$ cat src/rtl/multiword_adder_sequencer.sv
// Multi-cycle WIDTH-bit add/subtract built on one shared 4-bit adder, LSB nibble first.
// Ports:
//   clk, rst             clock, synchronous active-high reset
//   in_valid/in_ready    request handshake; op_sub, a, b, cin are the request payload
//   out_valid/out_ready  response handshake; sum, cout, ovf are the response payload
//   busy                 high while an operation is running or its result is held

// 4-bit adder composed of two chained 2-bit slices.
module fourBitAdder_TwoByTwo (
  input  logic [3:0] a,
  input  logic [3:0] b,
  input  logic       cin,
  output logic [3:0] sum,
  output logic       cout
);
  logic [2:0] lo;
  logic [2:0] hi;

  assign lo   = 3'(a[1:0]) + 3'(b[1:0]) + 3'(cin);
  assign hi   = 3'(a[3:2]) + 3'(b[3:2]) + 3'(lo[2]);
  assign sum  = {hi[1:0], lo[1:0]};
  assign cout = hi[2];
endmodule

module multiword_adder_sequencer #(
  parameter int unsigned WIDTH = 16
) (
  input  logic             clk,
  input  logic             rst,
  input  logic             in_valid,
  output logic             in_ready,
  input  logic             op_sub,
  input  logic [WIDTH-1:0] a,
  input  logic [WIDTH-1:0] b,
  input  logic             cin,
  output logic             out_valid,
  input  logic             out_ready,
  output logic [WIDTH-1:0] sum,
  output logic             cout,
  output logic             ovf,
  output logic             busy
);
  localparam int unsigned NIB = WIDTH / 4;
  localparam int unsigned IW  = (NIB > 1) ? $clog2(NIB) : 1;

  typedef enum logic [1:0] {IDLE, RUN, DONE} state_t;

  state_t           state;
  state_t           state_n;
  logic [WIDTH-1:0] a_q;
  logic [WIDTH-1:0] b_q;
  logic             carry_q;
  logic [IW-1:0]    idx_q;
  logic             last_nib;
  logic [3:0]       nib_a;
  logic [3:0]       nib_b;
  logic [3:0]       nib_s;
  logic             nib_c;

  assign last_nib = (idx_q == IW'(NIB - 1));
  assign nib_a    = a_q[{idx_q, 2'b00} +: 4];
  assign nib_b    = b_q[{idx_q, 2'b00} +: 4];

  fourBitAdder_TwoByTwo u_adder (
    .a    (nib_a),
    .b    (nib_b),
    .cin  (carry_q),
    .sum  (nib_s),
    .cout (nib_c)
  );

  // State register.
  always_ff @(posedge clk) begin
    if (rst) state <= IDLE;
    else     state <= state_n;
  end

  // Next-state logic.
  always_comb begin
    state_n = state;
    case (state)
      IDLE:    if (in_valid && in_ready) state_n = RUN;
      RUN:     if (last_nib)             state_n = DONE;
      DONE:    if (out_ready)            state_n = IDLE;
      default:                           state_n = IDLE;
    endcase
  end

  // Handshake flags are registered from the next state so they track the FSM exactly.
  always_ff @(posedge clk) begin
    if (rst) begin
      in_ready  <= 1'b1;
      out_valid <= 1'b0;
      busy      <= 1'b0;
    end else begin
      in_ready  <= (state_n == IDLE);
      out_valid <= (state_n == DONE);
      busy      <= (state_n != IDLE);
    end
  end

  // Operand latch and nibble-serial datapath.
  always_ff @(posedge clk) begin
    if (rst) begin
      a_q     <= '0;
      b_q     <= '0;
      carry_q <= 1'b0;
      idx_q   <= '0;
      sum     <= '0;
      cout    <= 1'b0;
      ovf     <= 1'b0;
    end else begin
      case (state)
        IDLE: begin
          if (in_valid && in_ready) begin
            a_q     <= a;
            // Subtract as a + ~b + 1.
            b_q     <= b ^ {WIDTH{op_sub}};
            carry_q <= op_sub ? 1'b1 : cin;
            idx_q   <= '0;
            sum     <= '0;
            cout    <= 1'b0;
            ovf     <= 1'b0;
          end
        end
        RUN: begin
          sum[{idx_q, 2'b00} +: 4] <= nib_s;
          carry_q                  <= nib_c;
          if (last_nib) begin
            idx_q <= '0;
            cout  <= nib_c;
            ovf   <= (a_q[WIDTH-1] ^ nib_s[3]) & (b_q[WIDTH-1] ^ nib_s[3]);
          end else begin
            idx_q <= idx_q + IW'(1);
          end
        end
        default: ;
      endcase
    end
  end
endmodule

$ cat config.mk
export PLATFORM = sky130hd
export DESIGN_NAME = multiword_adder_sequencer
export DESIGN_NICKNAME = d
export VERILOG_FILES = /design/src/rtl/multiword_adder_sequencer.sv
export SDC_FILE = /design/constraint.sdc
export NUM_CORES = 1
export LEC_CHECK = 0
export ABC_AREA = 1
export CORE_UTILIZATION = 31
export DETAILED_ROUTE_END_ITERATION = 8
export GPL_ROUTABILITY_DRIVEN = 1
export SLEW_MARGIN = 25
export SYNTH_ARGS = -nofsm -noshare
export SYNTH_HDL_FRONTEND = slang
export SYNTH_HIERARCHICAL = 1
export SYNTH_SLANG_ARGS = --single-unit
$ cat constraint.sdc
create_clock -name clk -period 3.2 [get_ports clk]
set_input_delay 0.48 -clock clk [delete_from_list [all_inputs] [get_ports clk]]
set_output_delay 0.48 -clock clk [all_outputs]
set_load 0.05 [all_outputs]
==> summary by stage <==
CTS
Clock latency on the worst-skew pair, taken at its later pin, is 0.34 ns. After clock tree synthesis, the flow added hold-fix buffers numbering 0. The CTS tree is done. The number of buffers inserted during clock tree synthesis is 9. The clock tree root driver cell is clkbuf_8. The clock transition at the registers of the reported paths is 0.07 ns. The number of buffers on the longest clock path is 2.

After clock tree synthesis, the setup repair step added 0 buffers. The clock drives 58 sinks. The H-tree was split into 3 levels. Once the clock tree was built, the resizer swapped 0 gates to a different size.

Cells and area
The top cell types in the final layout, fill and taps aside, are nor2_1, nand2_1, clkdlybuf4s50_1, dfxtp_1, a21oi_1. The fraction of final layout cells with drive strength greater than 1 is 0.0760. The library cell used most frequently in the layout, excluding fill and tap cells, is nor2_1. With fillers left out, the area of the finished cells amounts to between 3000 and 4000 um2.

The count of antenna diodes in the layout is 0. For this run, the share of the core covered by cells in the final layout is 0.414. The number of nets in the layout is 477. The number of inserted filler cells in the final layout is 944. The area growth from synthesis to layout is 28.7%.

Synth
The share of synthesized area in the top cell type comes to 0.412. The cell area that synthesis handed to floorplanning was 2820 um2. The flip-flop and latch count after synthesis is 58. In this run the mean area of a mapped cell was around 7.5 um2. Counting distinct cell types in the post-synthesis netlist gives 31. The share of the Yosys chip area taken by registers is 0.412. The number of instances in the synthesized netlist is about 380. The Yosys step of the flow raised 6 warnings. The net count after synthesis is approximately 420. The biggest area consumer among synthesized cells is dfxtp_1. Sorting the synthesized cells by area gives the leading types as dfxtp_1, nor2_1, nand2_1, a21oi_1, o21ai_0.

Critical path
The classification of the worst setup path is flip-flop to flip-flop. The highest cell delay on the worst timing path is 0.41 ns. The internal reg-to-reg setup slack is 0.25 ns. By instance count, the cell type seen most on the critical path is inv_1. The worst endpoint required time is between 3 and 4 ns. The end of the worst register-to-register path is ovf$_SDFFE_PP0P_. The count of buffering cells on the critical path with inverters included is 6.

For the worst flop-to-flop path, the logic depth is 17. The type of origin of the critical path is a flip-flop. The startpoint of the worst-slack reg-to-reg timing path is idx_q[0]$_SDFFE_PP0P_.

In this run the worst path has a maximum fanout of 13. STA classifies the critical path endpoint as a flip-flop. The slowest stage of the critical path belongs to the cell dfxtp_2. The signal on the critical path passes through inv_2 -> o21ai_0 -> o22ai_1 -> inv_1 -> fa_1 -> inv_1 -> fa_1 -> fa_1 -> inv_1 -> fa_1 -> inv_1 -> inv_1 -> nand2_1 -> nand2_1 -> nand3_1 -> nand2_1 -> nor2b_1. Among cell families on the critical path, the largest total delay comes from adder cells. The worst path arrival time is 3.18 ns.

Die
The I/O pin count is a little under 60. The chip height is 97.4 um. The area of the die is 9480 um2. The initialized floorplan defines 34 standard-cell rows. The floorplan step defined a core boundary enclosing 8760 um2.

The initial standard-cell utilization of the core is 0.322. The die width is 97.4 um.

Drt
The remaining design rule violation count is 0. The total wirelength of the detailed-routed design is around 6600 um. In the routed layout, each cell is associated on average with a via count of between 4 and 5.

After detailed routing, the average wire length per cell comes to 12.2 um. After the first detailed-routing iteration, the DRC count stood at 108. The number of iterations in the first detailed-routing pass is 4. The post-detailed-route count of antenna-violating nets is 0. The detailed router placed ~2500 vias in this run.

Global routing
The number of antenna violations at the first check in global routing is 0. Across every metal layer, demand over resource in global routing totals 0.149. The pin count of the biggest net entering global routing is 39.

The overflow left after global routing is 0. The first global-routing pass estimated approximately 11000 um of wire. The number of global-route vias before repair is ~2400.

Timing
Setup violations remaining at the end of the flow were counted as 0. In the finished design, the share of the clock period the worst path needs comes to 0.922. The total negative setup slack is 0 ns. Derived from the worst setup path, the maximum achievable clock frequency is approximately 340 MHz.

The final-report max-slew violation count was 0. Clock skew on the completed layout was measured at 0.00723 ns. The number of hold violations in the final report came to 0. Setup repair after global routing left no endpoint under its margin.

On the final layout, the worst hold slack is 0.462 ns. The worst slew margin relative to its limit is 0.388. At the pin with the least slew margin, the transition time is between 0.9 and 1 ns. The time the final worst path needs with I/O delays and setup is 2.95 ns.

Placed design
The congestion estimate from routability-driven global placement came to 0.821. In this run the tool buffered the top-level ports with 58 buffer cells. The HPWL after detailed placement is 4880 um.

The placed instances occupy a cell area of 3440 um2.

Power
The peak supply drop is 0.207 mV. The areal power density over the cells is 519 nW/um2. The leakage power is 0.00141 uW.

Status
The flow ran to the end, and the final reports show no timing, DRC or antenna violations.

Hold path
Counting instances, the worst hold path has a depth of 2. The classification of the worst-slack hold path is flip-flop to flip-flop. The endpoint of the worst hold path is b_q[5]$_SDFFE_PP0P_. The startpoint identified for the worst hold timing path is b_q[5]$_SDFFE_PP0P_.

Job
The number of violations of the max-capacitance limit is 0.
[layout make-up]
| class | instances | area, um2 | area share |
|---|---|---|---|
| multi-input combinational | 267 | 1410 | 0.387 |
| sequential | 58 | 1160 | 0.320 |
| timing repair buffer | 65 | 633 | 0.174 |
| clock buffer | 10 | 128 | 0.0352 |
| tap | 108 | 135 | 0.0372 |
| inverter | 28 | 108 | 0.0297 |
| clock inverter | 6 | 57.6 | 0.0159 |
[worst min-delay path, delay by kind of cell, from the launching register on]
kind	cells	cell delay (ns)
flops	1	0.31
simple gates	1	0.06
compound gates	1	0.05
[metrics by stage]
step | setup slack, ns | instances | power (uW)
detailed placement | 0.133 | 526 | 1270
floorplan | 0.264 | 376 | 1140
global placement | 0.263 | 526 | 1260
global route | 0.0186 | 542 | 2000
finish | 0.250 | 542 | 1880
CTS | 0.132 | 542 | 1900
[how the worst max path moves through the flow]
stage,from,end,slack [ns],depth (start not counted)
final,idx_q[0]$_SDFFE_PP0P_,ovf$_SDFFE_PP0P_,0.25,17
after global routing,idx_q[0]$_SDFFE_PP0P_,sum[7]$_SDFFE_PP0P_,0.02,15
after CTS,idx_q[0]$_SDFFE_PP0P_,ovf$_SDFFE_PP0P_,0.13,17
after detailed placement,idx_q[0]$_SDFFE_PP0P_,ovf$_SDFFE_PP0P_,0.13,17
after global placement,idx_q[0]$_SDFFE_PP0P_,ovf$_SDFFE_PP0P_,0.26,17
after floorplan,idx_q[0]$_SDFFE_PP0P_,ovf$_SDFFE_PP0P_,0.26,19
[logic make-up (layout without fill, tap and decap cells)]
family                   count (synthesis)  after routing  synth area share
AO/OA/AOI/OAI                           80             80             0.147
XOR/XNOR                                16             16            0.0497
adder cells (fa/ha/maj)                 10             10            0.0550
buffers and inverters                   51            109            0.0897
flip-flops                              58             58             0.412
AND/OR/NAND/NOR                        161            161             0.247
[synth_stat cells]
master / number
nand3_1: 22
clkbuf_1: 6
xor2_1: 16
o21ai_1: 7
inv_4: 1
dfxtp_1: 58
nand3_2: 2
buf_1: 1
nor2_4: 2
nand4_1: 4
o22ai_1: 8
clkbuf_4: 1
nor3_1: 3
clkbuf_2: 1
fa_1: 4
ha_1: 6
nor3_2: 1
o21ai_2: 1
buf_6: 3
nand2_4: 1
buf_2: 4
o21ai_0: 30
nor2_1: 63
nand2_1: 60
and2_0: 1
nand3b_1: 1
inv_1: 25
buf_4: 7
a21oi_1: 34
nor2b_1: 1
inv_2: 2
[report_power, final]
group	switching [uW]	leakage, uW	internal, uW
Clock	281	0.0000958	354
Sequential	36.6	0.000475	775
Combinational	263	0.000839	172
[registers in the layout (all words and copies together) (netlist names)]
| register | flops |
|---|---|
| a_q | 16 |
| state | 2 |
| b_q | 16 |
| idx_q | 2 |
| sum | 16 |
| ovf | 1 |
| out_valid | 1 |
| busy | 1 |
| cout | 1 |
| carry_q | 1 |
| in_ready | 1 |
[routing by layer]
metal | vias to the layer above | track usage | share of wire | wire, um
li1 | 1323 | - | - | -
met1 | 1153 | 0.180 | 0.46 | 3000
met2 | 57 | 0.250 | 0.50 | 3270
met3 | 8 | 0.0403 | 0.037 | 242
met4 | 0 | 0.0577 | 0.011 | 74
met5 | - | 0 | 0 | 0
Note: power is estimated with default switching activity, not from simulation.
